[src/rtl/game_sequencer.sv]
// ---------------------------------------------------------------------------
// game_sequencer
//
// Shot sequencer for a battleship-style game. It accepts one shot request at
// a time, presents it to an external scoring datapath for one cycle, registers
// the datapath verdict, reports the result for one cycle, and keeps the
// per-game bookkeeping: shots taken, accumulated hits, a 10x10 map of
// coordinates already fired at, and the remaining big bombs.
//
// Timing: accept edge (IDLE->ISSUE) -> ISSUE->REPORT edge -> ResultValid high.
//
// Configuration macro:
//   GAME_SEQUENCER_BIG_BOMB_EN  defined   : big bombs issued and counted.
//                               undefined : ShotBig ignored, DpBig and
//                                           DpBigLeft tied to 0.
//
// Parameters:
//   MAX_SHOTS   shots allowed per game (1..255)
//   TARGET_HITS accumulated hits that win the game
//   BIG_INIT    big bombs available at game start (0..2)
//
// Ports:
//   clock, reset_L         rising-edge clock, asynchronous active-low reset
//   NewGame                synchronous restart, overrides everything
//   ShotValid/ShotReady    request handshake; ShotX/ShotY/ShotBig payload
//   DpX/DpY/DpBig          shot presented to the scoring datapath
//   DpScoreThis            one-cycle strobe asking the datapath to score
//   DpBigLeft              big bombs remaining
//   DpHit, DpSomethingIsWrong, DpTotalHits, DpBiggestShipHit
//                          datapath verdict, sampled at the end of ISSUE
//   ResultValid/Error/Hit/Biggest
//                          one-cycle result report
//   HitsTotal, ShotsTaken  game counters
//   GameOver, Win          end-of-game status
// ---------------------------------------------------------------------------
module game_sequencer #(
  parameter int unsigned MAX_SHOTS   = 20,
  parameter int unsigned TARGET_HITS = 19,
  parameter int unsigned BIG_INIT    = 2
) (
  input  logic       clock,
  input  logic       reset_L,
  input  logic       NewGame,
  input  logic       ShotValid,
  input  logic [3:0] ShotX,
  input  logic [3:0] ShotY,
  input  logic       ShotBig,
  output logic       ShotReady,
  output logic [3:0] DpX,
  output logic [3:0] DpY,
  output logic       DpBig,
  output logic       DpScoreThis,
  output logic [1:0] DpBigLeft,
  input  logic       DpHit,
  input  logic       DpSomethingIsWrong,
  input  logic [3:0] DpTotalHits,
  input  logic [4:0] DpBiggestShipHit,
  output logic       ResultValid,
  output logic       ResultError,
  output logic       ResultHit,
  output logic [4:0] ResultBiggest,
  output logic [4:0] HitsTotal,
  output logic [7:0] ShotsTaken,
  output logic       GameOver,
  output logic       Win
);

  typedef enum logic [1:0] {
    S_IDLE,
    S_ISSUE,
    S_REPORT,
    S_OVER
  } state_e;

  state_e state_q, state_d;

  logic [3:0]  dp_x_q, dp_y_q;
  logic        dp_score_q;
  logic [4:0]  hits_q;
  logic [7:0]  shots_q;
  logic [99:0] fired_q;
  logic        res_err_q, res_hit_q;
  logic [4:0]  res_biggest_q;

  logic        dp_big;
  logic [1:0]  big_left;

  logic        accept;
  logic        in_range;
  logic [6:0]  map_idx;
  logic        already_fired;
  logic        shot_err;
  logic [5:0]  hits_sum;
  logic [4:0]  hits_sat;
  logic        target_reached;
  logic        game_done;

  // ------------------------------------------------------------------------
  // Shot evaluation, valid only while in ISSUE
  // ------------------------------------------------------------------------
  assign accept   = ShotValid && (state_q == S_IDLE);
  assign in_range = (dp_x_q >= 4'd1) && (dp_x_q <= 4'd10) &&
                    (dp_y_q >= 4'd1) && (dp_y_q <= 4'd10);
  // Row-major index of the 1-based coordinate; forced to 0 when off-board so
  // the map is never addressed past bit 99 (the datapath flags those shots).
  assign map_idx  = in_range ? (7'(dp_y_q - 4'd1) * 7'd10 + 7'(dp_x_q - 4'd1)) : 7'd0;
  assign already_fired = in_range && fired_q[map_idx];
  assign shot_err      = DpSomethingIsWrong || already_fired;

  assign hits_sum = {1'b0, hits_q} + {2'b00, DpTotalHits};
  assign hits_sat = hits_sum[5] ? 5'd31 : hits_sum[4:0];

  assign target_reached = ({27'd0, hits_q} >= TARGET_HITS);
  assign game_done      = target_reached || ({24'd0, shots_q} == MAX_SHOTS);

  // ------------------------------------------------------------------------
  // FSM: state register
  // ------------------------------------------------------------------------
  // NOTE: sequential state is written with non-blocking assignments so every
  // flop samples the pre-edge values regardless of process evaluation order.
  always_ff @(posedge clock or negedge reset_L) begin
    if (!reset_L) state_q <= S_IDLE;
    else          state_q <= state_d;
  end

  // ------------------------------------------------------------------------
  // FSM: next state
  // ------------------------------------------------------------------------
  // NOTE: state_d gets a default before the case so no path leaves it
  // unassigned, which would otherwise infer a latch.
  always_comb begin
    state_d = state_q;
    if (NewGame) begin
      state_d = S_IDLE;
    end else begin
      unique case (state_q)
        S_IDLE:   if (accept) state_d = S_ISSUE;
        S_ISSUE:  state_d = S_REPORT;
        S_REPORT: state_d = game_done ? S_OVER : S_IDLE;
        S_OVER:   state_d = S_OVER;
        default:  state_d = S_IDLE;
      endcase
    end
  end

  // ------------------------------------------------------------------------
  // FSM: outputs
  // ------------------------------------------------------------------------
  always_comb begin
    ShotReady     = 1'b0;
    ResultValid   = 1'b0;
    ResultError   = 1'b0;
    ResultHit     = 1'b0;
    ResultBiggest = 5'd0;
    GameOver      = 1'b0;
    Win           = 1'b0;
    unique case (state_q)
      S_IDLE: ShotReady = 1'b1;
      S_REPORT: begin
        ResultValid   = 1'b1;
        ResultError   = res_err_q;
        ResultHit     = res_hit_q;
        ResultBiggest = res_biggest_q;
      end
      S_OVER: begin
        GameOver = 1'b1;
        Win      = target_reached;
      end
      default: ;
    endcase
  end

  // ------------------------------------------------------------------------
  // Shot latch, result capture and game bookkeeping
  // ------------------------------------------------------------------------
  // NOTE: the fired map is game state that NewGame and reset must wipe, so it
  // is a reset flop array rather than a RAM.
  always_ff @(posedge clock or negedge reset_L) begin
    if (!reset_L) begin
      dp_x_q        <= 4'd0;
      dp_y_q        <= 4'd0;
      dp_score_q    <= 1'b0;
      hits_q        <= 5'd0;
      shots_q       <= 8'd0;
      fired_q       <= '0;
      res_err_q     <= 1'b0;
      res_hit_q     <= 1'b0;
      res_biggest_q <= 5'd0;
    end else if (NewGame) begin
      dp_x_q        <= 4'd0;
      dp_y_q        <= 4'd0;
      dp_score_q    <= 1'b0;
      hits_q        <= 5'd0;
      shots_q       <= 8'd0;
      fired_q       <= '0;
      res_err_q     <= 1'b0;
      res_hit_q     <= 1'b0;
      res_biggest_q <= 5'd0;
    end else begin
      // Score strobe is high only for the single ISSUE cycle after an accept.
      dp_score_q <= accept;
      if (accept) begin
        dp_x_q <= ShotX;
        dp_y_q <= ShotY;
      end
      if (state_q == S_ISSUE) begin
        res_err_q     <= shot_err;
        res_hit_q     <= DpHit && !shot_err;
        res_biggest_q <= shot_err ? 5'd0 : DpBiggestShipHit;
        if (!shot_err) begin
          shots_q          <= shots_q + 8'd1;
          hits_q           <= hits_sat;
          fired_q[map_idx] <= 1'b1;
        end
      end
    end
  end

  // ------------------------------------------------------------------------
  // Big-bomb handling
  // ------------------------------------------------------------------------
`ifdef GAME_SEQUENCER_BIG_BOMB_EN
  logic       dp_big_q;
  logic [1:0] big_left_q;

  always_ff @(posedge clock or negedge reset_L) begin
    if (!reset_L) begin
      dp_big_q   <= 1'b0;
      big_left_q <= 2'(BIG_INIT);
    end else if (NewGame) begin
      dp_big_q   <= 1'b0;
      big_left_q <= 2'(BIG_INIT);
    end else begin
      // Issued even with no bombs left; the datapath rejects it as an error.
      dp_big_q <= accept && ShotBig;
      if ((state_q == S_ISSUE) && !shot_err && dp_big_q && (big_left_q != 2'd0))
        big_left_q <= big_left_q - 2'd1;
    end
  end

  assign dp_big   = dp_big_q;
  assign big_left = big_left_q;
`else
  logic unused_shot_big;
  assign unused_shot_big = ShotBig;
  assign dp_big          = 1'b0;
  assign big_left        = 2'b00;
`endif

  assign DpX         = dp_x_q;
  assign DpY         = dp_y_q;
  assign DpBig       = dp_big;
  assign DpScoreThis = dp_score_q;
  assign DpBigLeft   = big_left;
  assign HitsTotal   = hits_q;
  assign ShotsTaken  = shots_q;

endmodule

[config.mk]
export PLATFORM = sky130hd
export DESIGN_NAME = game_sequencer
export DESIGN_NICKNAME = d
export VERILOG_FILES = /design/src/rtl/game_sequencer.sv
export SDC_FILE = /design/constraint.sdc
export NUM_CORES = 1
export LEC_CHECK = 0
export CAP_MARGIN = 0
export CORE_AREA = 2 2 168 170
export CTS_BUF_LIST = sky130_fd_sc_hd__clkbuf_2
export CTS_CLUSTER_SIZE = 8
export DETAILED_ROUTE_END_ITERATION = 7
export DIE_AREA = 0 0 170 172
export RECOVER_POWER = 50
export SYNTH_ARGS = -nofsm -noshare
export SYNTH_HDL_FRONTEND = slang
export SYNTH_SLANG_ARGS = --single-unit
export TNS_END_PERCENT = 100
[constraint.sdc]
create_clock -name clock -period 9.8 [get_ports clock]
set_clock_uncertainty 0.05 [all_clocks]
set_input_delay 1.96 -clock clock [delete_from_list [all_inputs] [get_ports clock]]
set_output_delay 1.96 -clock clock [all_outputs]
set_load 0.02 [all_outputs]
==> results of run 1 <==
[sequential cells by signal (all words and copies together) (netlist names)]
name	count
DpScoreThis	1
ShotsTaken	8
res_hit_q	1
DpX	4
DpY	4
res_err_q	1
HitsTotal	5
fired_q	100
state_q	2
res_biggest_q	5
[tightest hold or removal path, delay by kind of cell, from the launching register on]
family	cells	cell delay [ps]
flip-flops	1	390
AND/OR/NAND/NOR	1	70
AO/OA/AOI/OAI	1	40
[routing by layer]
metal,vias to the layer above,wire length (microns)
li1,2756,-
met1,2851,8685
met2,194,8865
met3,21,1130
met4,0,289
met5,-,0
[final timing paths]
check / startpoint / endpoint / cells after the start
max: NewGame / fired_q[87] / 3
min: fired_q[3] / fired_q[3] / 2
max reg2reg: DpY[0] / fired_q[84] / 20
min reg2reg: fired_q[3] / fired_q[3] / 2
max in group asynchronous: reset_L / fired_q[70] / 2
min in group asynchronous: reset_L / fired_q[57] / 1
[cell usage after synthesis, types with 8 or more instances]
cell type | count | share of area
ha_1 | 21 | 0.037
nor3_1 | 24 | 0.017
clkbuf_1 | 29 | 0.015
inv_1 | 96 | 0.051
dfrtp_1 | 131 | 0.47
o21ai_0 | 12 | 0.0085
mux2i_1 | 12 | 0.017
nor2_1 | 67 | 0.036
nand3_1 | 15 | 0.011
buf_2 | 8 | 0.0057
a21oi_1 | 38 | 0.027
a31oi_1 | 23 | 0.020
nor2b_1 | 14 | 0.012
nand2_1 | 47 | 0.025
and2_1 | 10 | 0.0089
o22ai_1 | 78 | 0.069
xnor2_1 | 9 | 0.011
[power by group through the flow]
stage | combinational [W] | sequential (W) | clock, W
after detailed placement | 0.000476 | 0.000565 | 0
after CTS | 0.000479 | 0.000555 | 0.000335
after global routing | 0.000528 | 0.000557 | 0.000366
final | 0.000484 | 0.000555 | 0.000326
after global placement | 0.000477 | 0.000564 | 0
after floorplan | 0.000334 | 0.000567 | 0
[area by class of cell]
cell class | count | area, sq um
Tap cell | 346 | 432.9
Inverter | 97 | 364.1
Multi-Input combinational cell | 489 | 3197
Clock inverter | 14 | 138.9
Timing Repair Buffer | 62 | 586.8
Clock buffer | 18 | 90.09
Antenna cell | 1 | 2.502
Fill cell | 2911 | 19380
Sequential cell | 131 | 3279
[stage by stage]
stage | area [sq um] | setup WS [ps] | total power (W) | hold WS, ps | cells
after CTS | 8104 | 4293 | 0.001369 | 471.8 | 1157
final | 8092 | 3330 | 0.001365 | 472.9 | 1158
after detailed placement | 7875 | 4377 | 0.001040 | 429.6 | 1125
after global routing | 8092 | 2840 | 0.001451 | 499.8 | 1158
after global placement | 7875 | 4468 | 0.001042 | 423.8 | 1125
after floorplan | 7042 | 5221 | 0.0009013 | 407.1 | 762
[cell families after synthesis]
family,count (synthesis)
buffers and inverters,142
and+or+nand+nor,210
DFF,131
other,1
muxes,24
adders and majority gates,24
AOI/OAI and AO/OA,213
xor gates and xnor gates,15
==> impl_metrics.env, run 1 <==
export IMPL_status="finished with violations"
export IMPL_violations="capacitance limit, slew limit"
export IMPL_grt_pass1_vias=5701
export IMPL_min_path_type="flip-flop to flip-flop"
export IMPL_cp_slowest_cell="clkbuf_1"
export IMPL_crit_family="buffers and inverters"
export IMPL_cts_root_buffer="clkbuf_2"
export IMPL_synthAdderAreaFrac=0.04589
export IMPL_drt_iter0_markers=508
export IMPL_die_h_microns=172
export IMPL_mostFrequentLayoutCell="dfrtp_1"
export IMPL_clock_path_buffers=2
export IMPL_synth_edf_count=0
export IMPL_cp_end_kind="flip-flop"
export IMPL_post_route_period_util=0.6602
export IMPL_leakagePower_nw=3.253
export IMPL_synth_ff_type="dfrtp_1"
export IMPL_ff2ff_setup_slack_ps=4260
export IMPL_num_vias=5822
export IMPL_cp_required_ps=10200
export IMPL_ios=60
export IMPL_slew_violations=200
export IMPL_seqPwrFrac=0.407
export IMPL_detail_route_antenna_nets=0
export IMPL_grt_ovfl_total=0
export IMPL_post_drt_wl_per_cell_microns=16.38
export IMPL_crit_chain="clkbuf_1 > clkbuf_1 > o22ai_1"
export IMPL_first_pass_iters=7
export IMPL_grt_setup_unrepaired="no"
export IMPL_grt_antenna_before_repair=1
export IMPL_synth_xor_area_frac=0.01974
export IMPL_synthCells=760
export IMPL_cts_hold_buf=0
export IMPL_path_class="input port to flip-flop"
export IMPL_ys_seq_area_frac=0.4660
export IMPL_route_final_wire_length_microns=18970
export IMPL_synth_simple_area_share=0.1416
export IMPL_hpwl_microns=12350
export IMPL_synth_top_family_by_area="compound AO/OA/AOI/OAI gates"
export IMPL_netlist_area_sq_um=7034
export IMPL_maxCapViolations=3
export IMPL_final_net_count=846
export IMPL_async_reset_ff_frac=1.000
export IMPL_postLayoutCoreUtil=0.2945
export IMPL_cp_num_buf_inv=2
export IMPL_grt_max_degree=76
export IMPL_p_int_w=0.0008205
export IMPL_irDropWorstVdd_v=0.00007074
export IMPL_drive_gt1_frac=0.08015
export IMPL_grt_use_met3=0.02609
export IMPL_hold_viol_final=0
export IMPL_grt_busiest_layer="met2"
export IMPL_max_freq_mhz=154.6
export IMPL_setup_viol=0
export IMPL_initial_core_util=0.2560
export IMPL_gp_congestion=0.8788
export IMPL_switching_share=0.3988
export IMPL_area_growth_pct=15.03
export IMPL_cpMostUsedCell="clkbuf_1"
export IMPL_synth_warnings=0
export IMPL_core_area_sq_um=27480
export IMPL_numCtsBuffers=17
export IMPL_period_needed_ps=6470
export IMPL_global_route_usage_met1=0.1800
export IMPL_synth_compound_gate_area_share=0.2010
export IMPL_cts_htree_levels=4
export IMPL_die_w_microns=170
export IMPL_max_stage_delay_ps=2300
export IMPL_ys_types=64
export IMPL_portBuffers=55
export IMPL_cts_tree="done"
export IMPL_clkLatencyLatePin_ps=700
export IMPL_use_met2=0.2160
export IMPL_avgSynthCellArea_sq_um=9.256
export IMPL_cts_resized=0
export IMPL_synth_seq_cells=131
export IMPL_power_share_clock=0.239
export IMPL_cts_sinks=131
export IMPL_cp_start_kind="input port"
export IMPL_critPathMaxFanout=73
export IMPL_muxShareOfSynthArea=0.04429
export IMPL_power_density_nw_per_um2=168.7
export IMPL_worst_pin_slew_ps=3341
export IMPL_p_comb_frac=0.354
export IMPL_grt_first_pass_wirelength_microns=30830
export IMPL_viasPerCell=5.028
export IMPL_switchingPower_w=0.0005443
export IMPL_relSlewSlack=-1.227
export IMPL_grt_use_total=0.1330
export IMPL_clk_pin_slew_ps=210
export IMPL_post_cts_buffers=0
export IMPL_final_setup_tns_ps=0
export IMPL_crit_arrival_ps=6870
export IMPL_drc=0
export IMPL_die_area_sq_um=29240
export IMPL_rows=61
export IMPL_most_common_layout_cells="dfrtp_1, inv_1, o22ai_1"
(Power assumes the default switching activity.)
==> run 2: changes to the inputs <==
==> constraint.sdc (replaced) <==
create_clock -name clock -period 5.6 [get_ports clock]
set_clock_uncertainty 0.05 [all_clocks]
set_input_delay 1.12 -clock clock [delete_from_list [all_inputs] [get_ports clock]]
set_output_delay 1.12 -clock clock [all_outputs]
set_load 0.02 [all_outputs]
==> run 2 against run 1 <==
- the flow still finishes with violations (capacitance limit, slew limit)
- highest routed layer unchanged
- die area is the same
- power grew 69%
- sequential power grew 75%
- register-to-register slack lost 3700 ps
- first-iteration DRC count grew 0.98%
- clock power grew 42%
==> impl_metrics.env, run 2 (synthesis results as in run 1) <==
export IMPL_viasPerCell=5.009
export IMPL_cts_htree_levels=4
export IMPL_worst_pin_slew_ps=2437
export IMPL_portBuffers=55
export IMPL_setup_viol=0
export IMPL_drc=0
export IMPL_min_path_type="input port to asynchronous set/reset pin"
export IMPL_final_setup_tns_ps=0
export IMPL_core_area_sq_um=27480
export IMPL_grt_antenna_before_repair=1
export IMPL_post_route_period_util=0.9064
export IMPL_grt_first_pass_wirelength_microns=30610
export IMPL_cts_resized=0
export IMPL_grt_pass1_vias=5577
export IMPL_path_class="flip-flop to flip-flop"
export IMPL_maxCapViolations=1
export IMPL_top_register="fired_q"
export IMPL_die_area_sq_um=29240
export IMPL_critPathMaxFanout=13
export IMPL_numCtsBuffers=17
export IMPL_die_h_microns=172
export IMPL_largest_reg_flops=100
export IMPL_leakagePower_nw=3.331
export IMPL_nFillCells=2888
export IMPL_most_common_layout_cells="dfrtp_1, inv_1, o22ai_1"
export IMPL_gp_congestion=0.8581
export IMPL_cp_start_kind="flip-flop"
export IMPL_cts_root_buffer="clkbuf_2"
export IMPL_crit_chain="inv_1 > buf_4 > ha_1 > inv_1 > ha_2 > fa_1 > buf_4 > clkinv_1 > nand3_1 > o221a_2 > nor3_1 > o311ai_0 > a21oi_1 > a2111oi_2 > a211oi_4 > buf_4 > buf_4 > nand2_2 > o22ai_1"
export IMPL_post_cts_buffers=0
export IMPL_max_stage_delay_ps=690
export IMPL_grt_setup_unrepaired="no"
export IMPL_drt_iter0_markers=513
export IMPL_max_freq_mhz=197.0
export IMPL_cts_sinks=131
export IMPL_period_needed_ps=5076
export IMPL_hold_ws_ps=389.3
export IMPL_grt_use_total=0.1328
export IMPL_irDropWorstVdd_v=0.0001404
export IMPL_area_growth_pct=16.65
export IMPL_cpMostUsedCell="buf_4"
export IMPL_die_w_microns=170
export IMPL_rows=61
export IMPL_clock_path_buffers=2
export IMPL_relSlewSlack=-0.6245
export IMPL_clk_pin_slew_ps=200
export IMPL_reg2reg_depth=19
export IMPL_detail_route_antenna_nets=0
export IMPL_cts_hold_buf=0
export IMPL_hpwl_microns=12800
export IMPL_violations="capacitance limit, slew limit"
export IMPL_final_net_count=863
export IMPL_crit_arrival_ps=5570
export IMPL_hold_viol_final=0
export IMPL_cp_slowest_cell="fa_1"
export IMPL_power_density_nw_per_um2=281.4
export IMPL_ios=60
export IMPL_num_vias=5880
export IMPL_drive_gt1_frac=0.1016
export IMPL_grt_max_degree=88
export IMPL_cp_required_ps=6100
export IMPL_route_final_wire_length_microns=19060
export IMPL_grt_ovfl_total=0
export IMPL_slew_violations=46
export IMPL_first_pass_iters=5
export IMPL_clkLatencyLatePin_ps=710
export IMPL_cp_end_kind="flip-flop"
export IMPL_post_drt_wl_per_cell_microns=16.24
export IMPL_initial_core_util=0.2560
export IMPL_status="finished with violations"
export IMPL_mostFrequentLayoutCell="dfrtp_1"
export IMPL_cts_tree="done"
## run 2: changes by cell type in the layout (fill, tap and decap cells not counted), moves of 2 or more
cell / before / now
buf_12: 0 / 3
buf_4: 6 / 21
bufinv_16: 2 / 0
clkbuf_1: 3 / 1
clkbuf_2: 18 / 20
clkinv_2: 2 / 4
clkinv_4: 3 / 1
## run 2: path summary, 6_finish.rpt
path | startpoint | end | slack (ps)
max in group asynchronous | reset_L | fired_q[86] | 2270
min | reset_L | DpX[2] | 390
max | DpX[0] | fired_q[77] | 520
max reg2reg | DpX[0] | fired_q[77] | 520
min in group clock | fired_q[5] | fired_q[5] | 460
min reg2reg | fired_q[5] | fired_q[5] | 460
## run 2: final cells by class
type,instances,area (sq um),share of cell area
flip-flops and latches,131,3279,0.3997
multi-input cells,489,3197,0.3896
repair buffers,79,763.2,0.09302
well taps,346,432.9,0.05276
inverters,97,364.1,0.04437
clock buffers,20,100.1,0.01220
clock inverters,11,66.31,0.008082
diodes,1,2.502,0.0003050
## run 2: layer usage
| metal | up-vias | GRT usage | wire length [microns] |
|---|---|---|---|
| met2 | 138 | 0.2108 | 9103 |
| met5 | - | 0 | 0 |
| met1 | 2941 | 0.1886 | 8937 |
| met4 | 0 | 0.03084 | 214 |
| li1 | 2782 | - | - |
| met3 | 19 | 0.02380 | 809 |
## run 2: report_power, final
part	internal [W]	total, W	switching [W]
Sequential	0.000958	0.000971	0.0000127
Clock	0.000112	0.000463	0.000351
Combinational	0.000308	0.000875	0.000567
## run 2: critical path: cells and delay by family (launching register included)
family                   cells  cell delay (ps)
AO/OA/AOI/OAI                6             1400
flip-flops                   1              410
adder cells (fa/ha/maj)      3             1150
buffers and inverters        7             1180
AND/OR/NAND/NOR              3              700
## run 2: per-stage QoR
step	cells	utilization	setup slack (ps)	instance area [sq um]	total power (W)
6_report	1174	0.2986	524.0	8205	0.002309
3_3_place_gp	1139	0.2913	477.2	8005	0.001848
3_5_place_dp	1139	0.2913	410.1	8005	0.001851
5_1_grt	1174	0.2986	235.3	8205	0.002454
4_1_cts	1170	0.2974	325.3	8172	0.002317
2_1_floorplan	762	-	1021	7042	0.001577
